--- src/rtl/rv32i_types.sv ---
// Shared RV32 types for the execute stage: M-extension funct3 codes and the
// multiply/divide unit state encoding.
package rv32i_types;

  localparam int MULDIV_ITERS = 32;

  typedef enum logic [2:0] {
    MEX_MUL    = 3'b000,
    MEX_MULH   = 3'b001,
    MEX_MULHSU = 3'b010,
    MEX_MULHU  = 3'b011,
    MEX_DIV    = 3'b100,
    MEX_DIVU   = 3'b101,
    MEX_REM    = 3'b110,
    MEX_REMU   = 3'b111
  } mex_funct3_t;

  typedef enum logic [1:0] {
    IDLE,
    CALC,
    FIX
  } muldiv_state_t;

endpackage

--- src/rtl/rv32m_div_core.sv ---
// Restoring radix-2 divider step on unsigned magnitudes: one quotient bit per
// enabled cycle, remainder/quotient/divisor held locally.
module rv32m_div_core #(
  parameter int XLEN = 32
) (
  input  logic            clk,
  input  logic            rst,
  input  logic            load,
  input  logic            step,
  input  logic [XLEN-1:0] dividend,
  input  logic [XLEN-1:0] divisor,
  output logic [XLEN-1:0] quotient,
  output logic [XLEN-1:0] remainder
);

  logic [XLEN-1:0] dsr;
  logic [XLEN:0]   shifted;
  logic [XLEN:0]   diff;

  // Bit XLEN of diff is the borrow: set means the trial subtraction failed.
  always_comb begin
    shifted = {remainder, quotient[XLEN-1]};
    diff    = shifted - {1'b0, dsr};
  end

  always_ff @(posedge clk) begin
    if (!rst) begin
      dsr       <= '0;
      quotient  <= '0;
      remainder <= '0;
    end else if (load) begin
      dsr       <= divisor;
      quotient  <= dividend;
      remainder <= '0;
    end else if (step) begin
      remainder <= diff[XLEN] ? shifted[XLEN-1:0] : diff[XLEN-1:0];
      quotient  <= {quotient[XLEN-2:0], ~diff[XLEN]};
    end
  end

endmodule

--- src/rtl/rv32m_muldiv.sv ---
// Iterative RV32M multiply/divide unit (IDLE -> CALC -> FIX). Defining
// MULDIV_FAST_MUL_EN routes multiplies through a single-cycle product instead.
module rv32m_muldiv
  import rv32i_types::*;
#(
  parameter int XLEN  = 32,
  parameter int ITERS = MULDIV_ITERS
) (
  input  logic            clk,
  input  logic            rst,
  input  logic            start,
  input  logic            flush,
  input  mex_funct3_t     funct3,
  input  logic [XLEN-1:0] rs1_data,
  input  logic [XLEN-1:0] rs2_data,
  output logic            busy,
  output logic            done,
  output logic [XLEN-1:0] result
);

  localparam int CNT_W = $clog2(ITERS);

  muldiv_state_t     state;
  muldiv_state_t     state_nxt;
  logic [CNT_W-1:0]  cnt;
  logic              fix_phase;
  mex_funct3_t       op;
  logic [XLEN-1:0]   a_raw;
  logic [XLEN-1:0]   b_raw;
  logic [XLEN-1:0]   a_mag;
  logic [XLEN-1:0]   b_mag;
  logic              neg_lo;
  logic              neg_hi;
  logic              special;
  logic [2*XLEN-1:0] acc;
  logic [XLEN-1:0]   fix_res;

  logic              in_is_div;
  logic              in_sa;
  logic              in_sb;
  logic              in_a_neg;
  logic              in_b_neg;
  logic              in_special;
  logic              in_fast;
  logic [XLEN-1:0]   in_a_mag;
  logic [XLEN-1:0]   in_b_mag;
  logic              launch;

  logic [XLEN:0]     mul_sum;
  logic [2*XLEN-1:0] mul_next;
  logic [2*XLEN-1:0] prod;
  logic [XLEN-1:0]   quo;
  logic [XLEN-1:0]   rem;
  logic [XLEN-1:0]   fix_val;

  function automatic logic signed [XLEN-1:0] neg_if(input logic [XLEN-1:0] v, input logic n);
    return n ? -$signed(v) : $signed(v);
  endfunction

  function automatic logic signed [2*XLEN-1:0] neg_if_wide(input logic [2*XLEN-1:0] v, input logic n);
    return n ? -$signed(v) : $signed(v);
  endfunction

  // Operand decode on the issuing cycle
  always_comb begin
    in_is_div  = (funct3 == MEX_DIV) || (funct3 == MEX_DIVU) ||
                 (funct3 == MEX_REM) || (funct3 == MEX_REMU);
    in_sa      = (funct3 == MEX_MUL) || (funct3 == MEX_MULH) || (funct3 == MEX_MULHSU) ||
                 (funct3 == MEX_DIV) || (funct3 == MEX_REM);
    in_sb      = (funct3 == MEX_MUL) || (funct3 == MEX_MULH) ||
                 (funct3 == MEX_DIV) || (funct3 == MEX_REM);
    in_a_neg   = in_sa & rs1_data[XLEN-1];
    in_b_neg   = in_sb & rs2_data[XLEN-1];
    in_a_mag   = neg_if(rs1_data, in_a_neg);
    in_b_mag   = neg_if(rs2_data, in_b_neg);
    in_special = in_is_div &&
                 ((rs2_data == '0) ||
                  (in_sa && (rs1_data == {1'b1, {(XLEN-1){1'b0}}}) && (rs2_data == '1)));
`ifdef MULDIV_FAST_MUL_EN
    in_fast    = !in_is_div;
`else
    in_fast    = 1'b0;
`endif
    launch     = (state == IDLE) && start && !flush;
  end

  always_ff @(posedge clk) begin
    if (!rst) begin
      state <= IDLE;
    end else begin
      state <= state_nxt;
    end
  end

  always_comb begin
    state_nxt = state;
    case (state)
      IDLE:    if (start) state_nxt = (in_special || in_fast) ? FIX : CALC;
      CALC:    if (cnt == '0) state_nxt = FIX;
      FIX:     if (fix_phase) state_nxt = IDLE;
      default: state_nxt = IDLE;
    endcase
    if (flush) state_nxt = IDLE;
  end

  assign busy = (state != IDLE);

  rv32m_div_core #(
    .XLEN(XLEN)
  ) u_div_core (
    .clk      (clk),
    .rst      (rst),
    .load     (launch),
    .step     (state == CALC),
    .dividend (in_a_mag),
    .divisor  (in_b_mag),
    .quotient (quo),
    .remainder(rem)
  );

  // Shift-add multiply: high half accumulates, multiplier drains out of the low half
  always_comb begin
    mul_sum  = {1'b0, acc[2*XLEN-1:XLEN]} + (acc[0] ? {1'b0, a_mag} : {(XLEN+1){1'b0}});
    mul_next = {mul_sum, acc[XLEN-1:1]};
  end

  // Sign correction and result-half selection
  always_comb begin
    fix_val = '0;
`ifdef MULDIV_FAST_MUL_EN
    prod    = {{XLEN{1'b0}}, a_mag} * {{XLEN{1'b0}}, b_mag};
`else
    prod    = acc;
`endif
    prod    = neg_if_wide(prod, neg_lo);
    case (op)
      MEX_MUL:                        fix_val = prod[XLEN-1:0];
      MEX_MULH, MEX_MULHSU, MEX_MULHU: fix_val = prod[2*XLEN-1:XLEN];
      MEX_DIV, MEX_DIVU:
        if (special) fix_val = (b_raw == '0) ? '1 : {1'b1, {(XLEN-1){1'b0}}};
        else         fix_val = neg_if(quo, neg_lo);
      MEX_REM, MEX_REMU:
        if (special) fix_val = (b_raw == '0) ? a_raw : '0;
        else         fix_val = neg_if(rem, neg_hi);
      default:                        fix_val = '0;
    endcase
  end

  always_ff @(posedge clk) begin
    if (!rst) begin
      cnt       <= '0;
      fix_phase <= 1'b0;
      op        <= MEX_MUL;
      a_raw     <= '0;
      b_raw     <= '0;
      a_mag     <= '0;
      b_mag     <= '0;
      neg_lo    <= 1'b0;
      neg_hi    <= 1'b0;
      special   <= 1'b0;
      acc       <= '0;
      fix_res   <= '0;
      result    <= '0;
      done      <= 1'b0;
    end else begin
      done <= 1'b0;
      if (flush) begin
        fix_phase <= 1'b0;
      end else begin
        case (state)
          IDLE: if (start) begin
            op        <= funct3;
            a_raw     <= rs1_data;
            b_raw     <= rs2_data;
            a_mag     <= in_a_mag;
            b_mag     <= in_b_mag;
            neg_lo    <= in_a_neg ^ in_b_neg;
            neg_hi    <= in_a_neg;
            special   <= in_special;
            acc       <= {{XLEN{1'b0}}, in_b_mag};
            cnt       <= CNT_W'(ITERS - 1);
            fix_phase <= 1'b0;
          end
          CALC: begin
            if (cnt != '0) cnt <= cnt - CNT_W'(1);
            acc <= mul_next;
          end
          // FIX spends one cycle registering the corrected value, one presenting it
          FIX: if (!fix_phase) begin
            fix_res   <= fix_val;
            fix_phase <= 1'b1;
          end else begin
            result    <= fix_res;
            done      <= 1'b1;
            fix_phase <= 1'b0;
          end
          default: ;
        endcase
      end
    end
  end

endmodule

--- config.mk ---
export PLATFORM = sky130hd
export DESIGN_NAME = rv32m_muldiv
export DESIGN_NICKNAME = d
export VERILOG_FILES = /design/src/rtl/rv32i_types.sv /design/src/rtl/rv32m_div_core.sv /design/src/rtl/rv32m_muldiv.sv
export SDC_FILE = /design/constraint.sdc
export NUM_CORES = 1
export LEC_CHECK = 0
export ABC_AREA = 1
export CORE_MARGIN = 10
export CORE_UTILIZATION = 61
export CTS_CLUSTER_SIZE = 24
export DETAILED_ROUTE_END_ITERATION = 10
export PLACE_DENSITY = 0.8
export SETUP_SLACK_MARGIN = 0.3
export SLEW_MARGIN = 10
export SYNTH_ARGS = -nofsm -noshare
export SYNTH_HDL_FRONTEND = slang
export SYNTH_SLANG_ARGS = --single-unit
--- constraint.sdc ---
create_clock -name clk -period 5.4 [get_ports clk]
set_clock_uncertainty 0.1 [all_clocks]
set_input_delay 1.35 -clock clk [delete_from_list [all_inputs] [get_ports clk]]
set_output_delay 1.35 -clock clk [all_outputs]
set_load 0.005 [all_outputs]
After elaboration in Yosys (flattened, before gate mapping)

Cells that the tools add are included.

Add/sub/neg operators: 8
Multipliers: 0
Divide/modulo/power cells: 0
Magnitude comparators: 0
Equality and inequality tests: 21
Shift operators: 0
Multiplexer cells: 28
Bitwise operators: 8
Reduce and logical (&&, ||, !) cells: 40

Operators by type and width:

| operator                                                        | number |
|---|---|
| 32-bit two-way mux                                              | 11 |
| 64-bit two-way mux                                              | 2 |
| 32-bit negator                                                  | 4 |
| 32-bit one-hot mux with 4 select lines                          | 1 |
| 64-bit one-hot mux with 2 select lines                          | 1 |
| 32-bit == test, second input constant                           | 2 |
| 32-bit zero test                                                | 2 |
| 64-bit negator                                                  | 1 |
| 32-bit by 32-bit adder with 33-bit output                       | 1 |
| 33-bit by 32-bit subtractor with 33-bit output                  | 1 |
| 31-bit two-way mux                                              | 1 |
| 3-bit == test, second input constant                            | 8 |
| 3-bit AND reduction                                             | 5 |
| 1-bit logical OR                                                | 10 |
| 5-bit two-way mux                                               | 2 |
| 5-bit one-hot mux with 2 select lines                           | 1 |
| 3-bit by 2-bit == test with 1-bit output, second input constant | 3 |
| 2-bit two-way mux                                               | 4 |
| 2-bit != test, second input constant                            | 4 |
| 2-bit nonzero test                                              | 4 |
| 2-bit OR reduction                                              | 4 |
| 3-bit by 1-bit == test with 1-bit output, second input constant | 2 |
| 3-bit zero test                                                 | 2 |
| 2-bit one-hot mux with 3 select lines                           | 1 |
| 16 further kinds                                                | 28 |

Flip-flop bits (word level): 335
Bits in latches: 0
Memory bits (writable): 0
Memory bits (read-only): 0
Logic and storage cells: 122
Memories kept: 0

Logic depth before layout (Yosys ltp)

Gate-level depths: netlist of run 1.

Depth in word-level cells: 12
Gate-level depth with buffers: 19
Mapped depth without buffers: 18

Cells and area by module

Synthesis of run 1 repeated with hierarchy kept, for this count alone.

Cell total of the unflattened synthesis: 4,183
Area, all modules: 24,750.0 um2

By module, submodules not included:

| module         | times used | cells an instance | area each (um2) | seq. area each (um2) |
|---|---|---|---|---|
| rv32m_muldiv   | 1          | 3,027             | 17,933.4        | 4,764.6 |
| rv32m_div_core | 1          | 1,156             | 6,816.5         | 1,921.8 |

Worst setup path after synthesis of run 1

No wires, ideal clock.

Path kind: input -> register
Start point: input port rs1_data[1]
End point: register u_div_core.quotient[22]
Library setup time: 70 ps
Arrival: 2,712 ps
Required time: 5,230 ps
Slack: 2,518 ps
Cell stages on the path: 10
Path through: inv_1 > ha_1 > nand3_2 > nor2_4 > nand3_1 > or2_1 > o21ai_2 > or2_2 > nand3_1 > a21oi_1

Longest elaborated chain between the ends: 3

Ends and longest elaborated chain:

| element              | RTL line             | RTL |
|---|---|---|
| start, declared      | rv32m_muldiv.sv:14   | `input logic [XLEN-1:0] rs1_data,` |
| 32-bit negator       | rv32m_muldiv.sv:57   | `return n ? -$signed(v) : $signed(v);` |
| 32-bit two-way mux   | rv32m_muldiv.sv:57   |  |
| 32-bit two-way mux   | rv32m_div_core.sv:31 | `end else if (load) begin` |
| end signal, assigned | rv32m_div_core.sv:33 | `quotient <= dividend;` |
| end signal, assigned | rv32m_div_core.sv:37 | `quotient <= {quotient[XLEN-2:0], ~diff[XLEN]};` |
| end, declared        | rv32m_div_core.sv:12 | `output logic [XLEN-1:0] quotient,` |

No other way between the ends.
A chain may end at the register's enable or synchronous reset.

Worst setup path after layout of run 1

Start point: input port flush
End point: register a_raw[13]

Longest elaborated chain between the ends: 2

Ends and longest elaborated chain:

| element                              | RTL line            | RTL |
|---|---|---|
| start, declared                      | rv32m_muldiv.sv:12  | `input logic flush,` |
| 1-bit inverter (no source line)      | -                   |  |
| 3-bit AND reduction (no source line) | -                   |  |
| end signal, assigned                 | rv32m_muldiv.sv:173 | `a_raw <= rs1_data;` |
| end, declared                        | rv32m_muldiv.sv:28  | `logic [XLEN-1:0] a_raw;` |

No other way between the ends.

==> out/results.tsv, run 1 <==
stage	metric	value	unit
worst_setup_path	Worst path max stage delay	660	ps
die	width of the die	221	um
die	Core Area	39700	um2
clocking	H-tree levels	2	
clocking	hold-fix buffers at CTS	0	
synthesis	Gate Count Post-Synth	4200	
worst_setup_path	WP data required	5700	ps
synthesis	sequential-to-total area share from yosys stat	27.2	%
synthesis	Yosys top cell by area	dfxtp_1	
detailed_routing	Post-Route WL	93.7	mm
detailed_routing	DRC errors left	0	
worst_setup_path	nature of the critical path startpoint	input port	
detailed_routing	Detail Route Antenna Nets	0	
synthesis	most frequent cell after synthesis	nand2_1	
global_route	first-pass GRT wire length	144	mm
detailed_routing	Via density	5.90	
worst_setup_path	kind of end point of the critical path	flop	
detailed_routing	vias	28100	
global_route	initial antenna violation count	3	
synthesis	synth top area cells	dfxtp_1 27%, nand2_1 17%, inv_1 8.4%, nor2_1 8.3%, nand3_1 6.7%	
timing	Final Max Slew Viols	0	
layout	share of cells above drive strength 1	4.86	%
global_route	total gr overflow	0	
worst_setup_path	crit path cell chain	clkdlybuf4s50_1 -> or2_1 -> nor2_4 -> buf_4 -> inv_2 -> buf_4 -> o22ai_1	
timing	Max-slew headroom	32.1	%
detailed_routing	drt pass-1 iters	6	
synthesis	Synth cell types	54	
power	leak pwr	13.1	nW
clocking	root buffer cell	clkbuf_16	
synthesis	Synth Flop Type	dfxtp_1	
power	Peak supply drop	0.000285	V
global_route	via count of the first global-routing pass	25500	
synthesis	EDFF count, synth	0	
min_path	worst min path class	reg2reg	
die	die area	48700	um2
timing	period utilisation layout	63.3	%
synthesis	Mapped Area	24600	um2
timing	Final Hold Vio Count	0	
synthesis	Syn Nets	4345	
layout	filler instances	3831	
timing	post-route setup TNS	0	ps
global_route	largest net degree at the start of global routing	90	
clocking	CTS buffer count	37	
synthesis	YS warnings	0	
layout	number of nets in the layout	4357	
layout	Inserted Diodes	0	
synthesis	top cells by count, synth	1,134 x nand2_1, 551 x inv_1, 546 x nor2_1	
die	row count	73	
die	Initial Utilization	61.8	%
clocking	CTS tree	yes	
run_status	outcome	complete, no violations	
synthesis	synthesized area per cell	5.85	um2
place	routability cong.	1.07	
worst_setup_path	slowest stage cell, crit path	clkdlybuf4s50_1	
worst_setup_path	WS Path Type	in2reg	
worst_setup_path	Crit path top cell by count	buf_4	
worst_setup_path	CP Max Fanout	35	
clocking	Setup Buffers After CTS	0	
clocking	post-cts gate resize count	0	
detailed_routing	drt initial violations	3901	
synthesis	Yosys top cell area share	27.2	%
clocking	Reg clk slew, reported paths	60	ps
timing	post-layout minimum cycle time	3420	ps
synthesis	ys async rst share	0	%
place	dpl hpwl	72.8	mm
global_route	Total Routing Usage GR	37.5	%
synthesis	flops & latches, synth	334	
timing	Setup-failing EPs final	0	
worst_setup_path	worst path buffer plus inverter count	4	
timing	Slew @ Worst Pin	1020	ps
die	Die Height	221	um
worst_setup_path	CP top delay family	buffers and inverters	
timing	Peak Freq	293	MHz
power	Power Dens Cells	293	nW/um2
clocking	clock tree buffer depth	3	
place	PortBufs	104	
timing	final hold slack	357	ps
worst_setup_path	Worst EP arrival	3720	ps
layout	Area Growth Syn to Fin	10.2	%
timing	RSZ-0062 raised after global routing	false	
detailed_routing	DR WL/cell	19.7	um
clocking	Worst-Skew Late Latency	590	ps
die	I/O pins	105	
flow_run	Max-cap violations	0	
clocking	CTS sink cnt	334	
[placed cells by master (no fill, tap or decap), types with 35 or more instances in the layout]
master and instances:
nor3_1 35, clkdlybuf4s50_1 103, nand4_1 63, clkbuf_16 37
o21ai_1 117, ha_1 72, dfxtp_1 333, xor2_1 43
nand2_1 1134, o21ai_0 287, nand3_1 329, nor2_1 545
inv_1 550, a21oi_1 265, o22ai_1 46
[path summary, 6_finish.rpt]
kind	start	end	slack, ps	depth (start not counted)
worst min register to register	a_raw[1]	a_raw[1]	360	2
worst max register to register	state[0]	acc[46]	2110	9
worst min-delay path	a_raw[1]	a_raw[1]	360	2
worst max-delay path	flush	a_raw[13]	1980	7
[metal layers]
metal | vias to the layer above | track usage, % | wire (um)
li1 | 13600 | - | -
met1 | 12600 | 46.7 | 36200
met2 | 1619 | 58.6 | 41000
met3 | 354 | 7.39 | 9560
met4 | 6 | 23.7 | 6900
met5 | - | 0 | 47
[metrics by stage]
step	setup slack [ps]	util [%]	cells	power, mW	area [um2]
after floorplan	2520	-	4200	4.47	24600
after global placement	1550	64.8	4698	5.08	25800
after detailed placement	1500	64.8	4698	5.09	25800
after CTS	2070	68.2	4765	7.85	27100
after global routing	1850	68.2	4765	8.29	27100
final	1980	68.2	4765	7.93	27100
[area by class of cell]
type,instances,area [um2],area share (%)
Timing Repair Buffer,129,1220,4.52
Clock inverter,19,300,1.11
Sequential cell,334,6690,24.7
Tap cell,525,657,2.43
Inverter,573,2150,7.96
Clock buffer,48,1030,3.79
Multi-Input combinational cell,3137,15000,55.5
[worst register-to-register path, stage by stage, from the launching register on]
cell	delay, ps
dfxtp_1	430
inv_1	100
nor2_4	80
buf_4	650
inv_2	580
nor2_2	230
buf_4	400
o21ai_0	210
a21oi_1	290
o21a_1	150
[power by group]
group	internal, mW	leakage [nW]	switching, mW	total (mW)
clock	1.65	0.646	1.15	2.80
sequential	2.59	2.72	0.141	2.73
combinational	0.711	9.72	1.69	2.40
[sequential cells by signal, indices dropped and copies added (netlist names), 2 cells and up]
signal	cells
acc	64
a_raw	32
b_raw	32
fix_res	32
result	32
u_div_core.dsr	32
u_div_core.quotient	32
u_div_core.remainder	32
a_mag	31
cnt	5
op	3
state	2
[cells by family after synthesis]
kind of cell	Yosys count	synth area share, %
adders and majority gates	74	3.83
DFF	334	27.2
and+or+nand+nor	2215	37.9
muxes	2	0.0815
AOI/OAI and AO/OA	801	17.8
xor gates and xnor gates	45	1.60
buffers and inverters	729	11.6
No activity file was read; power rests on OpenSTA's default activity.
==> run 2: changes to the inputs <==
==> constraint.sdc (replaced) <==
create_clock -name clk -period 3.55 [get_ports clk]
set_clock_uncertainty 0.1 [all_clocks]
set_input_delay 0.8875 -clock clk [delete_from_list [all_inputs] [get_ports clk]]
set_output_delay 0.8875 -clock clk [all_outputs]
set_load 0.005 [all_outputs]
==> run 2 against run 1 <==
Net effect: die area did not move; clock-buffer cell count rose by 2; core utilization rose by 0.70 points; cell count rose by 0.48%; sequential share of layout area fell by 0.25 points; flip-flop and latch count did not move; via count fell by 0.16%; critical path type is now reg2reg; highest routed layer is now met4.
==> out/results.tsv, run 2 (same netlist as run 1, synthesis figures left out) <==
stage	metric	value	unit
run_status	outcome	complete, no violations	
worst_setup_path	Crit. path cell count	13	
timing	post-route setup TNS	0	ps
power	Net Switching	4.52	mW
die	die area	48700	um2
layout	final non-filler cell total	4788	
min_path	end of the worst hold path	a_raw[1]	
power	Flop pwr share	34.1	%
detailed_routing	Via density	5.87	
timing	Slew @ Worst Pin	981	ps
global_route	first-pass GRT wire length	142	mm
min_path	hold path depth	2	
clocking	Setup Buffers After CTS	0	
detailed_routing	drt initial violations	3890	
min_path	hold path startpoint	a_raw[1]	
layout	share of cells above drive strength 1	5.33	%
worst_setup_path	internal reg-to-reg setup slack	590	ps
layout	number of flip-flops in the largest register	64	
global_route	met1 layer usage reported by global route	46.2	%
global_route	Global Route met3 Usage	7.36	%
global_route	Total Routing Usage GR	37.1	%
power	Comb pwr share	29.9	%
power	Peak supply drop	0.000400	V
power	Int Pwr	7.68	mW
worst_setup_path	worst reg2reg startpoint	u_div_core.remainder[0]	
worst_setup_path	crit path cell chain	inv_1 -> ha_1 -> inv_1 -> nor2_2 -> nand2_1 -> o21ai_2 -> nor2_1 -> nor2_1 -> nor2_1 -> nor2_1 -> nand3_1 -> nand2_1 -> inv_1	
clocking	CTS tree	yes	
worst_setup_path	Crit path top cell by count	nor2_1	
worst_setup_path	Worst path max stage delay	430	ps
worst_setup_path	nature of the critical path startpoint	flop	
timing	Peak Freq	338	MHz
timing	post-layout minimum cycle time	2960	ps
clocking	clock tree buffer depth	3	
power	Power Dens Cells	446	nW/um2
die	row count	73	
detailed_routing	DR WL/cell	19.4	um
timing	Final Max Slew Viols	0	
clocking	Worst-Skew Late Latency	590	ps
detailed_routing	Detail Route Antenna Nets	0	
worst_setup_path	WS Path Type	reg2reg	
timing	period utilisation layout	83.4	%
die	Die Height	221	um
clocking	Reg clk slew, reported paths	60	ps
place	pre-CTS WS	370	ps
place	placed insts	4716	
layout	Biggest register	acc	
global_route	busiest grt layer	met2	
global_route	GR Layer Usage met2	57.5	%
clocking	root buffer cell	clkbuf_16	
timing	Final Hold Vio Count	0	
detailed_routing	DRC errors left	0	
worst_setup_path	CP Max Fanout	6	
clocking	H-tree levels	2	
layout	filler instances	3773	
global_route	largest net degree at the start of global routing	128	
die	Initial Utilization	61.8	%
global_route	via count of the first global-routing pass	25400	
die	I/O pins	105	
timing	RSZ-0062 raised after global routing	false	
detailed_routing	Post-Route WL	93.0	mm
timing	final hold slack	353	ps
place	PortBufs	104	
worst_setup_path	kind of end point of the critical path	flop	
power	leak pwr	13.2	nW
layout	commonest cells after routing, fill and taps aside	1,133 x nand2_1, 550 x inv_1, 545 x nor2_1, 333 x dfxtp_1, 329 x nand3_1	
clocking	hold-fix buffers at CTS	0	
worst_setup_path	slowest stage cell, crit path	nor2_1	
power	Clock Power Share	36.0	%
clocking	CTS buffer count	38	
timing	final worst slack	589	ps
power	Pwr Total	12.2	mW
place	dpl hpwl	72.6	mm
timing	Max-slew headroom	34.5	%
place	routability cong.	1.10	
die	width of the die	221	um
clocking	CTS sink cnt	334	
global_route	initial antenna violation count	1	
min_path	worst min path class	reg2reg	
layout	number of nets in the layout	4376	
worst_setup_path	Reg2Reg Depth	13	
detailed_routing	drt pass-1 iters	7	
layout	most common cell after layout, fill and taps aside	nand2_1	
worst_setup_path	CP top delay family	simple AND/OR/NAND/NOR gates	
worst_setup_path	RR Endpoint	fix_res[12]	
clocking	post-cts gate resize count	0	
die	Core Area	39700	um2
global_route	total gr overflow	0	
detailed_routing	vias	28100	
timing	Setup-failing EPs final	0	
power	Net Sw Frac	37.0	%
worst_setup_path	Worst EP arrival	3320	ps
worst_setup_path	worst path buffer plus inverter count	3	
layout	Area Growth Syn to Fin	11.4	%
flow_run	Max-cap violations	0	
worst_setup_path	WP data required	3910	ps
[run 2: cell count changes in the layout (fill, tap and decap cells not counted), moves of 2 or more]
cell and delta:
clkinv_2 +4, buf_4 +10, clkinv_4 -5, diode_2 +2, buf_12 +8
[run 2: worst min-delay path: cells and delay by family, from the launching register on]
| kind | cells | cell delay, ps |
|---|---|---|
| flops | 1 | 320 |
| simple gates | 1 | 50 |
| compound gates | 1 | 50 |
[run 2: how the worst max path moves through the flow]
| stage | from | endpoint | slack, ps |
|---|---|---|---|
| 6_report | u_div_core.remainder[0] | fix_res[12] | 590 |
| 4_1_cts | u_div_core.dsr[0] | u_div_core.remainder[4] | 430 |
| 2_1_floorplan | acc[0] | acc[61] | 1030 |
| 5_1_grt | acc[0] | acc[61] | 410 |
| 3_5_place_dp | rs2_data[0] | acc[10] | 370 |
| 3_3_place_gp | rs1_data[0] | u_div_core.quotient[22] | 400 |
[run 2: stage by stage]
stage	utilization (%)	instance area (um2)
after floorplan	-	24600
after global placement	65.4	26000
after detailed placement	65.4	26000
after CTS	68.8	27400
after global routing	68.8	27400
final	68.9	27400
[run 2: per-layer routing]
metal,vias up,share of wire (%)
met5,-,0
met2,1600,43
met3,348,10
met4,0,7.6
met1,12500,39
li1,13600,-
[run 2: power groups by stage]
stage / combinational [mW] / sequential [mW] / clock (mW)
floorplan: 2.66 / 4.14 / 0
global placement: 3.50 / 4.22 / 0
detailed placement: 3.53 / 4.23 / 0
CTS: 3.55 / 4.14 / 4.38
global route: 4.06 / 4.17 / 4.54
finish: 3.65 / 4.16 / 4.39
[run 2: final cells by class]
cell class,count,area [um2],share of cell area [%]
clock buffers,50,1060,3.86
flip-flops and latches,334,6690,24.4
repair buffers,147,1460,5.33
multi-input cells,3137,15000,54.9
diodes,2,5.00,0.0183
clock inverters,20,307,1.12
inverters,573,2150,7.88
well taps,525,657,2.40
